File: src/rtl/decode_pkg.sv
// ----------------------------------------------------------------------------
// decode_pkg
// Shared definitions for the decode queue: MIPS opcode constants, instruction
// field positions, the decoded field bundle and the immediate sign-extender.
// ----------------------------------------------------------------------------
package decode_pkg;

   localparam int unsigned IR_W      = 32;
   localparam int unsigned OP_W      = 6;
   localparam int unsigned REG_W     = 5;
   localparam int unsigned FUNC_W    = 6;
   localparam int unsigned IMM_W     = 16;
   localparam int unsigned TGT_W     = 26;

   localparam int unsigned OP_LSB    = 26;
   localparam int unsigned RS_LSB    = 21;
   localparam int unsigned RT_LSB    = 16;
   localparam int unsigned RD_LSB    = 11;
   localparam int unsigned SHAMT_LSB = 6;
   localparam int unsigned FUNC_LSB  = 0;
   localparam int unsigned IMM_LSB   = 0;
   localparam int unsigned TGT_LSB   = 0;

   localparam logic [OP_W-1:0] OP_RTYPE = 6'b000000;
   localparam logic [OP_W-1:0] OP_J     = 6'b000010;
   localparam logic [OP_W-1:0] OP_JAL   = 6'b000011;
   localparam logic [OP_W-1:0] OP_BEQ   = 6'b000100;
   localparam logic [OP_W-1:0] OP_BNE   = 6'b000101;
   localparam logic [OP_W-1:0] OP_LW    = 6'b100011;
   localparam logic [OP_W-1:0] OP_SW    = 6'b101011;

   // Widest extended immediate supported; callers truncate to their XLEN.
   localparam int unsigned SEXT_W = 64;

   typedef struct packed {
      logic [OP_W-1:0]   op;
      logic [REG_W-1:0]  rs;
      logic [REG_W-1:0]  rt;
      logic [REG_W-1:0]  rd;
      logic [REG_W-1:0]  shamt;
      logic [FUNC_W-1:0] func;
      logic [IMM_W-1:0]  immediate;
      logic [TGT_W-1:0]  target;
   } decoded_t;

   function automatic logic [SEXT_W-1:0] sext16(input logic [IMM_W-1:0] imm);
      return {{(SEXT_W-IMM_W){imm[IMM_W-1]}}, imm};
   endfunction

   // Slice an instruction word into its (overlapping) MIPS fields.
   function automatic decoded_t split_ir(input logic [IR_W-1:0] ir);
      decoded_t d;
      d.op        = ir[OP_LSB    +: OP_W];
      d.rs        = ir[RS_LSB    +: REG_W];
      d.rt        = ir[RT_LSB    +: REG_W];
      d.rd        = ir[RD_LSB    +: REG_W];
      d.shamt     = ir[SHAMT_LSB +: REG_W];
      d.func      = ir[FUNC_LSB  +: FUNC_W];
      d.immediate = ir[IMM_LSB   +: IMM_W];
      d.target    = ir[TGT_LSB   +: TGT_W];
      return d;
   endfunction

endpackage

File: src/rtl/ir_fifo.sv
// ----------------------------------------------------------------------------
// ir_fifo
// Generic DEPTH x W synchronous FIFO with flush and occupancy count.
// Ports: clk, rst (sync, active-high), flush (sync clear), in_valid/in_ready/
//        in_data (push side), out_valid/out_ready/out_data (pop side), count.
// in_ready/out_valid depend on registered occupancy only. DEPTH is a power of
// two so the pointers wrap naturally.
// ----------------------------------------------------------------------------
module ir_fifo #(
   parameter int unsigned DEPTH = 2,
   parameter int unsigned W     = 64
) (
   input  logic                       clk,
   input  logic                       rst,
   input  logic                       flush,
   input  logic                       in_valid,
   output logic                       in_ready,
   input  logic [W-1:0]               in_data,
   output logic                       out_valid,
   input  logic                       out_ready,
   output logic [W-1:0]               out_data,
   output logic [$clog2(DEPTH+1)-1:0] count
);

   localparam int unsigned AW = $clog2(DEPTH);
   localparam int unsigned CW = $clog2(DEPTH+1);

   logic [W-1:0]  mem [DEPTH];
   logic [AW-1:0] wr_ptr;
   logic [AW-1:0] rd_ptr;
   logic          push;
   logic          pop;

   assign in_ready  = (count != CW'(DEPTH));
   assign out_valid = (count != '0);
   assign push      = in_valid & in_ready;
   assign pop       = out_valid & out_ready;
   assign out_data  = mem[rd_ptr];

   // Pointer and occupancy update; flush clears exactly like reset.
   always_ff @(posedge clk) begin
      if (rst || flush) begin
         wr_ptr <= '0;
         rd_ptr <= '0;
         count  <= '0;
      end else begin
         if (push) wr_ptr <= wr_ptr + AW'(1);
         if (pop)  rd_ptr <= rd_ptr + AW'(1);
         if (push && !pop)      count <= count + CW'(1);
         else if (pop && !push) count <= count - CW'(1);
      end
   end

   // Storage is not reset; entries are only observable once counted.
   always_ff @(posedge clk) begin
      if (push && !flush && !rst) mem[wr_ptr] <= in_data;
   end

endmodule

File: src/rtl/decode_queue.sv
// ----------------------------------------------------------------------------
// decode_queue
// IF/ID instruction queue with combinational MIPS decode of the head entry.
// Ports: clk, rst (sync, active-high), flush; in_valid/in_ready/in_ir/in_pc
//        from fetch; out_valid/out_ready/out_pc to decode; decoded fields
//        (op, rs, rt, rd, shamt, func, immediate, target), extended
//        immediates, jump_addr, class flags and occupancy count.
// All decoded outputs read 0 while the queue is empty (clean NOP bubble).
// XLEN is supported up to 64.
// ----------------------------------------------------------------------------
module decode_queue
   import decode_pkg::*;
#(
   parameter int unsigned DEPTH = 2,
   parameter int unsigned PC_W  = 32,
   parameter int unsigned XLEN  = 32
) (
   input  logic                       clk,
   input  logic                       rst,
   input  logic                       flush,
   input  logic                       in_valid,
   output logic                       in_ready,
   input  logic [31:0]                in_ir,
   input  logic [PC_W-1:0]            in_pc,
   output logic                       out_valid,
   input  logic                       out_ready,
   output logic [PC_W-1:0]            out_pc,
   output logic [5:0]                 op,
   output logic [4:0]                 rs,
   output logic [4:0]                 rt,
   output logic [4:0]                 rd,
   output logic [4:0]                 shamt,
   output logic [5:0]                 func,
   output logic [15:0]                immediate,
   output logic [XLEN-1:0]            imm_sext,
   output logic [XLEN-1:0]            imm_zext,
   output logic [25:0]                target,
   output logic [PC_W-1:0]            jump_addr,
   output logic                       is_rtype,
   output logic                       is_jump,
   output logic                       is_branch,
   output logic                       is_load,
   output logic                       is_store,
   output logic [$clog2(DEPTH+1)-1:0] count
);

   localparam int unsigned ENT_W = IR_W + PC_W;

   logic [ENT_W-1:0] head;
   logic [IR_W-1:0]  ir;
   logic [3:0]       pc_hi;
   decoded_t         f;

   ir_fifo #(
      .DEPTH (DEPTH),
      .W     (ENT_W)
   ) u_fifo (
      .clk       (clk),
      .rst       (rst),
      .flush     (flush),
      .in_valid  (in_valid),
      .in_ready  (in_ready),
      .in_data   ({in_ir, in_pc}),
      .out_valid (out_valid),
      .out_ready (out_ready),
      .out_data  (head),
      .count     (count)
   );

   // Mask the head so an empty queue decodes as all-zero.
   always_comb begin
      ir     = '0;
      out_pc = '0;
      if (out_valid) begin
         ir     = head[PC_W +: IR_W];
         out_pc = head[0 +: PC_W];
      end
   end

   assign f = split_ir(ir);

   assign op        = f.op;
   assign rs        = f.rs;
   assign rt        = f.rt;
   assign rd        = f.rd;
   assign shamt     = f.shamt;
   assign func      = f.func;
   assign immediate = f.immediate;
   assign target    = f.target;
   assign imm_sext  = XLEN'(sext16(f.immediate));
   assign imm_zext  = XLEN'(f.immediate);

   // Region bits come from pc+4 (the delay-slot PC), wrapping modulo 2^PC_W.
   assign pc_hi     = 4'((out_pc + PC_W'(4)) >> (PC_W - 4));
   assign jump_addr = out_valid ? {pc_hi, (PC_W-4)'({f.target, 2'b00})} : '0;

   // Opcodes are distinct constants, so at most one flag can be set.
   assign is_rtype  = out_valid && (f.op == OP_RTYPE);
   assign is_jump   = out_valid && ((f.op == OP_J)   || (f.op == OP_JAL));
   assign is_branch = out_valid && ((f.op == OP_BEQ) || (f.op == OP_BNE));
   assign is_load   = out_valid && (f.op == OP_LW);
   assign is_store  = out_valid && (f.op == OP_SW);

endmodule

File: config.mk
export PLATFORM = sky130hd
export DESIGN_NAME = decode_queue
export DESIGN_NICKNAME = d
export VERILOG_FILES = /design/src/rtl/decode_pkg.sv /design/src/rtl/ir_fifo.sv /design/src/rtl/decode_queue.sv
export SDC_FILE = /design/constraint.sdc
export NUM_CORES = 1
export LEC_CHECK = 0
export CAP_MARGIN = 20
export CORE_MARGIN = 2
export CORE_UTILIZATION = 37
export DETAILED_ROUTE_END_ITERATION = 6
export PLACE_DENSITY = 0.82
export SETUP_SLACK_MARGIN = 0.15
export SLEW_MARGIN = 20
export SYNTH_ARGS = -nofsm -noshare
export SYNTH_HDL_FRONTEND = slang
export SYNTH_HIERARCHICAL = 1
export SYNTH_SLANG_ARGS = --single-unit
File: constraint.sdc
create_clock -name clk -period 26.8 [get_ports clk]
set_input_delay 5.36 -clock clk [delete_from_list [all_inputs] [get_ports clk]]
set_output_delay 5.36 -clock clk [all_outputs]
set_load 0.01 [all_outputs]
## Word-level counts from Yosys, hierarchy flattened

Memories as Yosys holds them, arrays and structs flattened. A register that Yosys moved wholly into a read port is not among the register bits.
Index checks and enable logic that the tools add are counted.

| storage, ports and cells | value |
|---|---|
| memories kept | 1 |
| input bits | 69 |
| bits in writable memories | 128 |
| output and inout bits | 211 |
| word-level logic and storage cells | 46 |
| register bits | 4 |

| cells by class | value |
|---|---|
| multiplexer cells | 9 |
| equality and inequality tests | 7 |
| add/subtract/negate cells | 5 |
| bitwise gates (word level) | 2 |
| reduce and logical (&&, ||, !) cells | 19 |

Memory list:

| name | depth | bits a word | read ports | clocked after Yosys merged registers in | wr ports | RTL line | source |
|---|---|---|---|---|---|---|---|
| u_fifo.mem | 2 | 64 | 1 | 1 | 1 | ir_fifo.sv:28 | `logic [W-1:0] mem [DEPTH];` |

Operator list:

| operator | number |
|---|---|
| $mux W32 | 3 |
| $add A32 B3 Y32 const B | 1 |
| $eq A6 B2 Y1 const B | 2 |
| $eq A6 B3 Y1 const B | 2 |
| $eq A6 B6 Y1 const B | 2 |
| $logic_and A1 B1 Y1 | 9 |
| $logic_not A6 Y1 | 1 |
| $logic_not A1 Y1 | 4 |
| $mux W1 | 4 |
| $mux W2 | 2 |
| $reduce_bool A2 Y1 | 2 |
| $logic_or A1 B1 Y1 | 3 |
| $add A1 B1 Y1 const B | 2 |
| $add A2 B1 Y2 const B | 1 |
| $and A1 B1 Y1 | 2 |
| $ne A2 B2 Y1 const B | 1 |
| $sub A2 B1 Y2 const B | 1 |

## Longest topological paths before layout

| logic depth | value |
|---|---|
| depth in word-level cells | 6 |
| gate-level depth with buffers | 7 |
| mapped depth without buffers | 6 |

## By module

Netlist, hierarchy kept.

Modules (own cells, without submodules):

| module | sequential area each (um^2) | instances | cells each | area an instance (um^2) |
|---|---|---|---|---|
| ir_fifo | 3943.8 | 1 | 228 | 4854.7 |
| decode_queue | 0.0 | 1 | 240 | 1687.9 |

## Worst setup path before layout

OpenSTA, ideal clock, no wires.

| timing path | value |
|---|---|
| path kind | input to register |
| from | input rst |
| to | memory u_fifo.mem[0][0] (enable) |
| setup slack | 14.293 ns |
| stages | 3 |
| path buffers | 1 |
| required time | 26.156 ns |
| library setup time | 0.644 ns |
| data arrival time | 11.863 ns |
| cells stage by stage | or2_2 > clkbuf_1 > nor4_1 |

| on the way | value |
|---|---|
| cells in the longest elaborated chain, start to end | 4 |

Ends and longest elaborated chain:

| element | RTL line | source |
|---|---|---|
| from (decl) | decode_queue.sv:19 | `input logic rst,` |
| $logic_not A1 Y1 | ir_fifo.sv:56 | `if (push && !flush && !rst) mem[wr_ptr] <= in_data;` |
| $logic_and A1 B1 Y1 | ir_fifo.sv:56 |  |
| $mux W1 | ir_fifo.sv:56 |  |
| $mux W1 (implied by the code) | ir_fifo.sv:56 |  |
| to (decl) | ir_fifo.sv:28 |  |

Every way passes these cells.

==> flow_summary_export.csv <==
group,metric,value,unit
routing,finalWirelength,14100,µm
critical_path,critPathArrivalTime,3.67,ns
synthesis,synth.avg_cell_area,14.0,µm²
critical_path,start_kind,"register",
floorplan,ios,280,
floorplan,row_count,48,
synthesis,syn-instance-count,468,
critical_path,crit_buf_inv,2,
clocking,post_cts_buffers,0,
routing,post_drt_via_cell_ratio,4.55,
grt,antenna_found_initial,0,
clocking,path_clk_slew,0.06,ns
final_layout,multi_input_area,0.00155,mm²
floorplan,fp.dieW,137,µm
pwr,pwr_density_cell,62.5,mW/mm²
critical_path,r2r_slack,25.05,ns
routing,first_pass_iters,4,
final_layout,fill_cells,1416,
sta,finalSetupViolCount,0,
routing,drt_iter0_markers,144,
grt,grt_pass1_wl,20800,µm
final_layout,nets,692,
grt,grt_pass1_vias,3886,
critical_path,crit_fanout,37,
synthesis,synthDistinctLibCells,37,
synthesis,synth_area,0.00654,mm²
clocking,cts_max_path_buffers,2,
floorplan,start_util,37.8,%
sta,relSlewSlack,54.3,%
clocking,insertion_delay,0.41,ns
clocking,cts.sinks,133,
clocking,cts_made_buffers,17,
routing,drcViolationCount,0,
floorplan,die-height,137,µm
critical_path,path_cells,"buf_4 > mux2_2 > nand4_1 > nor4_4 > nand4_1 > mux2i_1 > clkdlybuf4s50_1",
critical_path,cp.required,21.44,ns
critical_path,cp_common_cell,"nand4_1",
final_layout,antennaDiodeCount,0,
grt,grt.overflow.total,0,
run_status,outcome,"finished clean",
min_path,whs_path_depth,2,
critical_path,r2r_start,"u_fifo/count[0]",
clocking,htreeDepth,4,
critical_path,crit-reg2reg-capture,"u_fifo/mem[0][34]",
sta,min_period_over_period,33.7,%
placement,port_buffers,261,
grt,grt_max_degree,67,
clocking,tritoncts,"built",
clocking,cts.repair.resized,0,
synthesis,synth-edff-count,128,
clocking,cts-root-buf,"clkbuf_16",
sta,fin_worst_skew,0.00923,ns
synthesis,synth_warnings,6,
pwr,total_leakage_power,3.10,nW
floorplan,dieArea,0.0188,mm²
min_path,hp-class,"register to register",
synthesis,ys_seq_area_share,60.3,%
final_layout,drive_gt1_share,18.0,%
flow_run,drv_cap,0,
placement,gp_congestion,0.811,
sta,rsz0062_at_grt,"false",
sta,layout_setup_ws,17.78,ns
sta,tns,0,ns
critical_path,end_kind,"output port",
routing,detail-route-antenna-nets,0,
critical_path,critPathMaxStageDelay,0.76,ns
sta,tightestPinTransition,0.685,ns
pwr,power,0.567,mW
sta,final_max_slew_viol_count,0,
floorplan,coreArea,0.0173,mm²
sta,fmax,111,MHz
synthesis,synth_seq_cells,133,
critical_path,reg2reg_depth,3,
placement,place_ws,18.16,ns
placement,hpwlAfterDp,10100,µm
sta,min_period,9.03,ns
sta,hold_violations,0,
final_layout,seqCellArea,0.00395,mm²
routing,vias,3909,
sta,hold_slack,0.517,ns
critical_path,crit_family,"buffers and inverters",
placement,placed_cell_area,0.00846,mm²
critical_path,crit_slowest_cell,"dfxtp_2",
synthesis,synthFlopType,"edfxtp_1",
pwr,irDropWorstVdd,40.7,µV
critical_path,criticalPathCategory,"register to output port",
routing,wl_per_cell,16.4,µm
final_layout,final_cell_area,0.00907,mm²
clocking,ctsHoldBuffers,0,
final_layout,area_delta_synth_final,38.6,%
grt,track_usage,14.9,%
synthesis,async_flop_share,0,%
min_path,min_from,"u_fifo/rd_ptr",
==> tightest hold or removal path: stages (launching register included) <==
cell and delay (ns):
dfxtp_1 0.32, xor2_1 0.09, nor2_1 0.08
==> cells in the mapped netlist, types with 3 or more instances <==
| cell type | n | area share [%] |
|---|---|---|
| buf_4 | 140 | 16 |
| edfxtp_1 | 128 | 59 |
| mux2_2 | 64 | 11 |
| and2_1 | 61 | 5.8 |
| nor2_1 | 9 | 0.52 |
| nand4_1 | 7 | 0.67 |
| clkbuf_1 | 6 | 0.34 |
| inv_1 | 6 | 0.34 |
| dfxtp_1 | 5 | 1.5 |
| a21oi_1 | 3 | 0.23 |
| o21ai_0 | 3 | 0.23 |
| xor2_1 | 3 | 0.40 |
==> flip-flops by register name, indices dropped and copies added (netlist names), named ones only <==
signal / cells
u_fifo/count: 2
u_fifo/wr_ptr: 1
u_fifo/rd_ptr: 1
u_fifo/mem: 128
==> cell type report <==
type                       count  share of cell area [%]
sequential                   133                    43.5
tap                          225                    3.11
timing repair buffer         267                    29.3
clock inverter                15                    1.95
multi-input combinational    196                    17.1
inverter                       7                   0.317
clock buffer                  17                    4.69
==> report_power, final <==
| group | internal (mW) | switching (mW) |
|---|---|---|
| Combinational | 0.0562 | 0.0423 |
| Sequential | 0.233 | 0.00192 |
| Clock | 0.147 | 0.0865 |
| Total | 0.436 | 0.131 |
==> metrics by stage <==
stage	util, %	cells
2_1_floorplan	-	485
4_1_cts	52.4	860
3_5_place_dp	48.9	828
6_report	52.4	860
3_3_place_gp	48.9	828
5_1_grt	52.4	860
==> kinds of logic (layout without fill, tap and decap cells) <==
logic type | Yosys count | after routing | share of synthesized area [%]
compound gates | 7 | 7 | 0.593
mux | 67 | 67 | 11.6
xor+xnor | 3 | 3 | 0.402
buf+inv | 156 | 306 | 17.2
other cells | 1 | 18 | 0.0573
flops | 133 | 133 | 60.3
fa+ha+maj | 1 | 1 | 0.191
simple gates | 100 | 100 | 9.75
==> routing by layer <==
| metal | vias up | track usage, % | share of wire (%) |
|---|---|---|---|
| li1 | 1807 | - | - |
| met1 | 1905 | 16.1 | 37 |
| met2 | 182 | 27.4 | 54 |
| met3 | 15 | 4.70 | 7.6 |
| met4 | 0 | 4.81 | 1.2 |
| met5 | - | 0 | 0 |
==> placed cells by master (no fill, tap or decap), types with 3 or more instances in the layout <==
cell	netlist	routed
clkbuf_16	0	17
a21oi_1	3	3
xor2_1	3	3
nor2_1	9	9
inv_6	0	4
dfxtp_1	5	4
mux2_2	64	64
inv_1	6	6
o21ai_0	3	3
buf_4	140	6
clkinv_4	0	3
clkdlybuf4s50_1	0	261
and2_1	61	61
edfxtp_1	128	128
nand4_1	7	7
bufinv_16	0	3
conb_1	1	18
==> worst max-delay path by stage <==
stage / start / end / slack (ns) / depth (start not counted)
6_report: register / jump_addr[31] / 17.78 / 7
5_1_grt: register / jump_addr[31] / 17.52 / 7
4_1_cts: register / jump_addr[31] / 17.70 / 7
3_5_place_dp: register / jump_addr[31] / 18.16 / 7
3_3_place_gp: register / jump_addr[31] / 18.27 / 7
2_1_floorplan: rst / u_fifo/mem[0][0] / 14.29 / 3
Note: power is estimated with default switching activity, not from simulation.
